File: config.mk
export PLATFORM = sky130hd
export DESIGN_NAME = if_fetch
export DESIGN_NICKNAME = d
export VERILOG_FILES = /design/src/rtl/if_fetch.sv
export SDC_FILE = /design/constraint.sdc
export NUM_CORES = 1
export LEC_CHECK = 0
export CAP_MARGIN = 20
export CORE_AREA = 2 2 112 114
export CTS_BUF_LIST = sky130_fd_sc_hd__clkbuf_4
export DETAILED_ROUTE_END_ITERATION = 16
export DIE_AREA = 0 0 114 116
export PLACE_DENSITY = 0.82
export SETUP_SLACK_MARGIN = 0.1
export SLEW_MARGIN = 25
export SYNTH_ARGS = -nofsm -noshare
export SYNTH_HDL_FRONTEND = slang
export SYNTH_SLANG_ARGS = --single-unit
File: constraint.sdc
create_clock -name clk -period 2.49 [get_ports clk]
set_input_delay 0.3735 -clock clk [delete_from_list [all_inputs] [get_ports clk]]
set_output_delay 0.3735 -clock clk [all_outputs]
set_load 0.01 [all_outputs]
File: src/rtl/if_fetch.sv
// ============================================================================
// if_fetch -- instruction-fetch stage of the 5-stage RV32I pipeline.
//
// Builds each 32-bit instruction from four byte reads on the shared,
// arbitrated memory port and presents it (with its pc) to the IF_ID register.
//
// Optional build macro: ICACHE_EN
//   Undefined (default): every instruction is fetched byte by byte from memory.
//   Defined: a direct-mapped, one-word-per-line I-cache of ICACHE_LINES entries
//            sits in front of the byte fetch; a hit skips the memory port.
//
// Parameters:
//   ICACHE_LINES  number of cache lines (power of two, >= 2; ICACHE_EN only)
//   RESET_PC      first fetch address after reset
//
// Ports:
//   clk, rst        clock; synchronous active-high reset
//   stall_i         downstream stall; holds the presented instruction
//   redirect_i      taken branch/jump from EX; flush and refetch
//   redirect_pc_i   new fetch address (used as given, alignment is EX's job)
//   mem_req_o       byte read request to the arbiter
//   mem_addr_o      byte address of the request
//   mem_gnt_i       arbiter accepted the request this cycle
//   mem_data_i      read byte, valid exactly one cycle after an accept
//   inst_valid_o    pc_o/inst_o hold a complete instruction
//   pc_o            address of inst_o
//   inst_o          fetched instruction, little-endian byte assembly
//   dbg_state       current FSM state (ISSUE=0, DRAIN=1, HOLD=2)
//
// Handshakes:
//   Memory side: a byte request transfers in the cycle where
//   mem_req_o & mem_gnt_i; while not granted, mem_req_o stays high and
//   mem_addr_o stays put. Pipeline side: inst_valid_o is "valid" and
//   !stall_i is "ready"; the instruction transfers in a cycle where both
//   hold, and pc_o/inst_o are stable while inst_valid_o & stall_i.
// ============================================================================
module if_fetch #(
  parameter int          ICACHE_LINES = 128,
  parameter logic [31:0] RESET_PC     = 32'h0
) (
  input  logic        clk,
  input  logic        rst,
  input  logic        stall_i,
  input  logic        redirect_i,
  input  logic [31:0] redirect_pc_i,
  output logic        mem_req_o,
  output logic [31:0] mem_addr_o,
  input  logic        mem_gnt_i,
  input  logic [7:0]  mem_data_i,
  output logic        inst_valid_o,
  output logic [31:0] pc_o,
  output logic [31:0] inst_o,
  output logic [1:0]  dbg_state
);

  localparam logic [1:0] ST_ISSUE = 2'd0;  // issuing the four byte requests
  localparam logic [1:0] ST_DRAIN = 2'd1;  // all issued, waiting for last byte
  localparam logic [1:0] ST_HOLD  = 2'd2;  // instruction presented downstream

  // Cache indexing needs at least one index bit and a power-of-two size.
  generate
    if (ICACHE_LINES < 2 || (ICACHE_LINES & (ICACHE_LINES - 1)) != 0) begin : g_bad_lines
      $error("if_fetch: ICACHE_LINES must be a power of two >= 2");
    end
  endgenerate

  logic [1:0]  state;
  logic [31:0] fetch_pc;
  logic [1:0]  issue_cnt;
  logic [1:0]  recv_cnt;
  logic        byte_pend;   // a request was accepted last cycle
  logic        drop_q;      // that request was accepted in a redirect cycle
  logic [23:0] asm_q;       // byte lanes 0..2 of the word being assembled

  logic        accept;
  logic        byte_vld;
  logic        last_byte;
  logic        cache_hit;
  logic [31:0] cache_rdata;

  assign accept    = mem_req_o & mem_gnt_i;
  assign byte_vld  = byte_pend & ~drop_q;
  // The fourth byte can only land after the fourth accept, i.e. in DRAIN.
  assign last_byte = byte_vld && (state == ST_DRAIN) && (recv_cnt == 2'd3);
  assign dbg_state = state;

  // Request generation. Gated by rst so the port is quiet during reset even
  // though the FSM already sits in ISSUE.
  always_comb begin
    mem_req_o  = 1'b0;
    mem_addr_o = 32'h0;
    if (!rst) begin
      mem_addr_o = fetch_pc + {30'h0, issue_cnt};
      mem_req_o  = (state == ST_ISSUE) && !cache_hit;
    end
  end

  always_ff @(posedge clk) begin
    if (rst) begin
      state        <= ST_ISSUE;
      fetch_pc     <= RESET_PC;
      issue_cnt    <= 2'd0;
      recv_cnt     <= 2'd0;
      byte_pend    <= 1'b0;
      drop_q       <= 1'b0;
      asm_q        <= 24'h0;
      inst_valid_o <= 1'b0;
      pc_o         <= RESET_PC;
      inst_o       <= 32'h0;
    end else begin
      byte_pend <= accept;
      // A byte requested in the redirect cycle belongs to the old stream.
      drop_q    <= redirect_i;

      if (redirect_i) begin
        fetch_pc     <= redirect_pc_i;
        state        <= ST_ISSUE;
        issue_cnt    <= 2'd0;
        recv_cnt     <= 2'd0;
        inst_valid_o <= 1'b0;
      end else begin
        // Lanes 0..2 are buffered; lane 3 goes straight into inst_o.
        if (byte_vld && state != ST_HOLD) begin
          recv_cnt <= recv_cnt + 2'd1;
          case (recv_cnt)
            2'd0:    asm_q[7:0]   <= mem_data_i;
            2'd1:    asm_q[15:8]  <= mem_data_i;
            2'd2:    asm_q[23:16] <= mem_data_i;
            default: ;
          endcase
        end

        case (state)
          ST_ISSUE: begin
            if (cache_hit) begin
              inst_o       <= cache_rdata;
              pc_o         <= fetch_pc;
              inst_valid_o <= 1'b1;
              state        <= ST_HOLD;
            end else if (accept) begin
              issue_cnt <= issue_cnt + 2'd1;
              if (issue_cnt == 2'd3) begin
                state <= ST_DRAIN;
              end
            end
          end
          ST_DRAIN: begin
            if (last_byte) begin
              inst_o       <= {mem_data_i, asm_q};
              pc_o         <= fetch_pc;
              inst_valid_o <= 1'b1;
              state        <= ST_HOLD;
            end
          end
          ST_HOLD: begin
            if (!stall_i) begin
              inst_valid_o <= 1'b0;
              fetch_pc     <= fetch_pc + 32'd4;
              state        <= ST_ISSUE;
            end
          end
          default: begin
            state <= ST_ISSUE;
          end
        endcase
      end
    end
  end

`ifdef ICACHE_EN
  localparam int IDX_W = $clog2(ICACHE_LINES);
  localparam int TAG_W = 30 - IDX_W;

  logic [ICACHE_LINES-1:0] line_vld;
  logic [TAG_W-1:0]        tag_mem  [ICACHE_LINES];
  logic [31:0]             data_mem [ICACHE_LINES];
  logic [IDX_W-1:0]        idx;
  logic [TAG_W-1:0]        tag;
  logic                    fill_we;

  assign idx = fetch_pc[IDX_W+1:2];
  assign tag = fetch_pc[31:IDX_W+2];

  // Lookup only on ISSUE entry (nothing issued yet for this fetch).
  assign cache_hit   = (state == ST_ISSUE) && (issue_cnt == 2'd0) &&
                       line_vld[idx] && (tag_mem[idx] == tag);
  assign cache_rdata = data_mem[idx];

  // Fill on completion of a miss; a redirect in that cycle aborts the fill.
  assign fill_we = !rst && !redirect_i && last_byte;

  always_ff @(posedge clk) begin
    if (rst) begin
      line_vld <= '0;
    end else if (fill_we) begin
      line_vld[idx] <= 1'b1;
    end
  end

  always_ff @(posedge clk) begin
    if (fill_we) begin
      tag_mem[idx]  <= tag;
      data_mem[idx] <= {mem_data_i, asm_q};
    end
  end
`else
  assign cache_hit   = 1'b0;
  assign cache_rdata = 32'h0;
`endif

endmodule
==> key figures <==
Floorplanning
  – I/O pins: ~150
  – Core Rows: 40
  – Die Y: 116 um
  – Initial Utilization: 0.513
  – Die W: 114 um
  – Die area: around 13,000 sq um
  – Core Footprint: 11,900 sq um

GRT
  – GRT Overall Usage: 0.300
  – Initial antenna violation count: 1
  – Vias in the first global route: 6,325
  – First-pass GRT wire length: roughly 31 mm
  – Total grt overflow: 0
  – Pin count of the biggest net entering global routing: 65

Clocking
  – Clk sinks: 129
  – Clk slew on worst S/H paths: 0.11 ns
  – # H-tree levels: 4
  – # hold bufs at CTS: 0
  – Total CTS buffers: 17
  – CTS tree: done
  – Later-pin clock latency in the skew report: 0.54 ns
  – CTS root buffer: clkbuf_4
  – CTS Buffer Depth: 2

Logic synthesis
  – Register bit total from synthesis: around 130
  – Top cells by count, synth: nand2_1 (150), dfxtp_1 (129), a21oi_1 (86)
  – Post-synth EDFFs: 0
  – Synth top area share: 0.423
  – Syn_nets: about 820
  – Cell taking the most area after synthesis: dfxtp_1
  – Synth async-reset ratio: 0
  – Syn_area_per_cell: 8.02 sq um
  – Ys flop type: dfxtp_1
  – Sequential fraction of the synthesis area: 0.423
  – Ys Warns: 0
  – Largest cells by area after synthesis: dfxtp_1 (42%), nand2_1 (9.2%), a21oi_1 (7.1%)
  – Cell Area, Synth: roughly 6100 sq um
  – Most common cell in the synthesized netlist: nand2_1
  – Post-synth cell types: 52
  – Post-Synthesis Cells: 761

Routing
  – Routed Antenna Nets: 0
  – Via count: 6,685
  – Per-cell routed wire length: between 15 and 20 um
  – Drt initial violations: 760
  – DRC Markers: 0
  – Vias per std cell: 5.91
  – Final wirelength: between 20 and 25 mm
  – DRT Pass-1 Iters: 5

Critical path
  – Setup crit start: fetch_pc[12]
  – CP startpoint kind: flip-flop
  – CP max FO: 6
  – CP required: 2.12 ns
  – Critical path type: flip-flop to output port
  – Critical R2R Launch: dbg_state[1]
  – CP arrival: 2.43 ns
  – Setup crit end kind: output port

Timing
  – Setup WS post-layout: -0.314 ns
  – Setup-failing EPs final: 25
  – Worst slew margin: 0.583
  – Final hold violations: 0
  – Pins over their slew limit: 0
  – Final period util: 1.13
  – Clock Skew: between 0.015 and 0.02 ns
  – Slew @ Worst Pin: 0.625 ns
  – RSZ-0062 raised after global routing: yes
  – Minimum clock period: 2.80 ns
  – Worst hold margin: 0.161 ns
  – Achievable clock frequency: 357 MHz

Placed design
  – GP Congestion: 0.925
  – Hpwl dp: 13.8 mm
  – Port Buffers: 144
  – Placed cell area: 8200 sq um

Finish
  – Synth-to-layout area growth: 46.5%
  – Layout cells sized above 1: 0.268
  – Fin area: 8940 sq um
  – Total Nets Final: 1,025
  – Final Util: 0.751

Pwr
  – Power per cell area: approximately 440 nW/um^2
  – Lkg Pwr: 3.20 nW
  – Total power: 0.00395 W
  – Worst vdd ir: 0.436 mV

Run status
  – Failing checks: setup timing
  – Outcome: complete, but fails checks

Job
  – Max cap viols: 0

Min path
  – Min-Delay Path Class: primary input to flip-flop
  – Hold Crit Start: rst
[state kept, by name (all words and copies together), names as in the netlist, 2 cells and up]
register   cells
issue_cnt      2
pc_o          32
dbg_state      2
recv_cnt       2
inst_o        32
fetch_pc      32
asm_q         24
[critical path, stage by stage, from the launching register on]
cell	delay, ns
dfxtp_2	0.35
buf_6	0.09
and4_4	0.25
nand4_1	0.17
buf_6	0.19
or4_4	0.52
a21oi_2	0.18
buf_2	0.15
[per-layer routing]
metal / up-vias / global-route usage / share of wire / wire (um)
met5: - / 0 / 0 / 0
met1: 3144 / 0.372 / 0.40 / 8240
met3: 75 / 0.0717 / 0.082 / 1670
li1: 3116 / - / - / -
met4: 0 / 0.136 / 0.041 / 839
met2: 350 / 0.497 / 0.47 / 9600
[per-stage QoR]
| stage | TNS (ns) | cells | setup slack (ns) |
|---|---|---|---|
| 2_1_floorplan | 0 | 761 | 0.104 |
| 5_1_grt | -6.92 | 1131 | -0.372 |
| 6_report | -4.78 | 1131 | -0.314 |
| 4_1_cts | -4.57 | 1121 | -0.314 |
| 3_3_place_gp | -3.51 | 1077 | -0.388 |
| 3_5_place_dp | -5.08 | 1077 | -0.439 |
[report_power, final]
group | internal [W] | switching, W
Combinational | 0.000238 | 0.000271
Sequential | 0.00211 | 0.0000355
Clock | 0.000501 | 0.000796
[final cells by class]
class	count	area (sq um)
well taps	147	184
diodes	1	2.50
flip-flops and latches	129	2610
inverters	7	26.3
repair buffers	261	2270
multi-input cells	555	3600
fillers	831	2970
clock buffers	18	135
clock inverters	13	116
[logic make-up (layout without fill, tap and decap cells)]
family,Yosys count,after routing,share of synthesized area
XOR/XNOR,22,22,0.0316
adder cells (fa/ha/maj),9,9,0.0197
AND/OR/NAND/NOR,339,339,0.268
other,0,1,0
buffers and inverters,77,299,0.0506
flip-flops,129,129,0.423
multiplexers,29,29,0.0480
AO/OA/AOI/OAI,156,156,0.159
[path summary, 6_finish.rpt]
| kind | to | slack, ns | depth (start not counted) |
|---|---|---|---|
| max | mem_addr_o[23] | -0.31 | 7 |
| min | fetch_pc[25] | 0.16 | 2 |
| max reg2reg | fetch_pc[27] | 0.23 | 5 |
| min reg2reg | pc_o[21] | 0.46 | 2 |
[repair_timing]
item,4_1_cts,5_1_grt
endpoints found under the setup margin,31,30
hold endpoints to repair,0,0
gates resized for setup,213,32
pin swaps,35,18
gates cloned,3,0
buffers inserted,10,9
[cell usage in the layout, fill, tap and decap left out, types with 13 or more instances in the layout]
master and instances:
a21oi_1 75, buf_2 30, buf_4 94, buf_6 23, clkbuf_4 18, clkdlybuf4s50_1 112, dfxtp_1 114, dfxtp_2 13
mux2i_1 27, nand2_1 148, nand4_1 17, nor2_1 72, o31ai_1 16, or4_1 14
(Power assumes the default switching activity.)
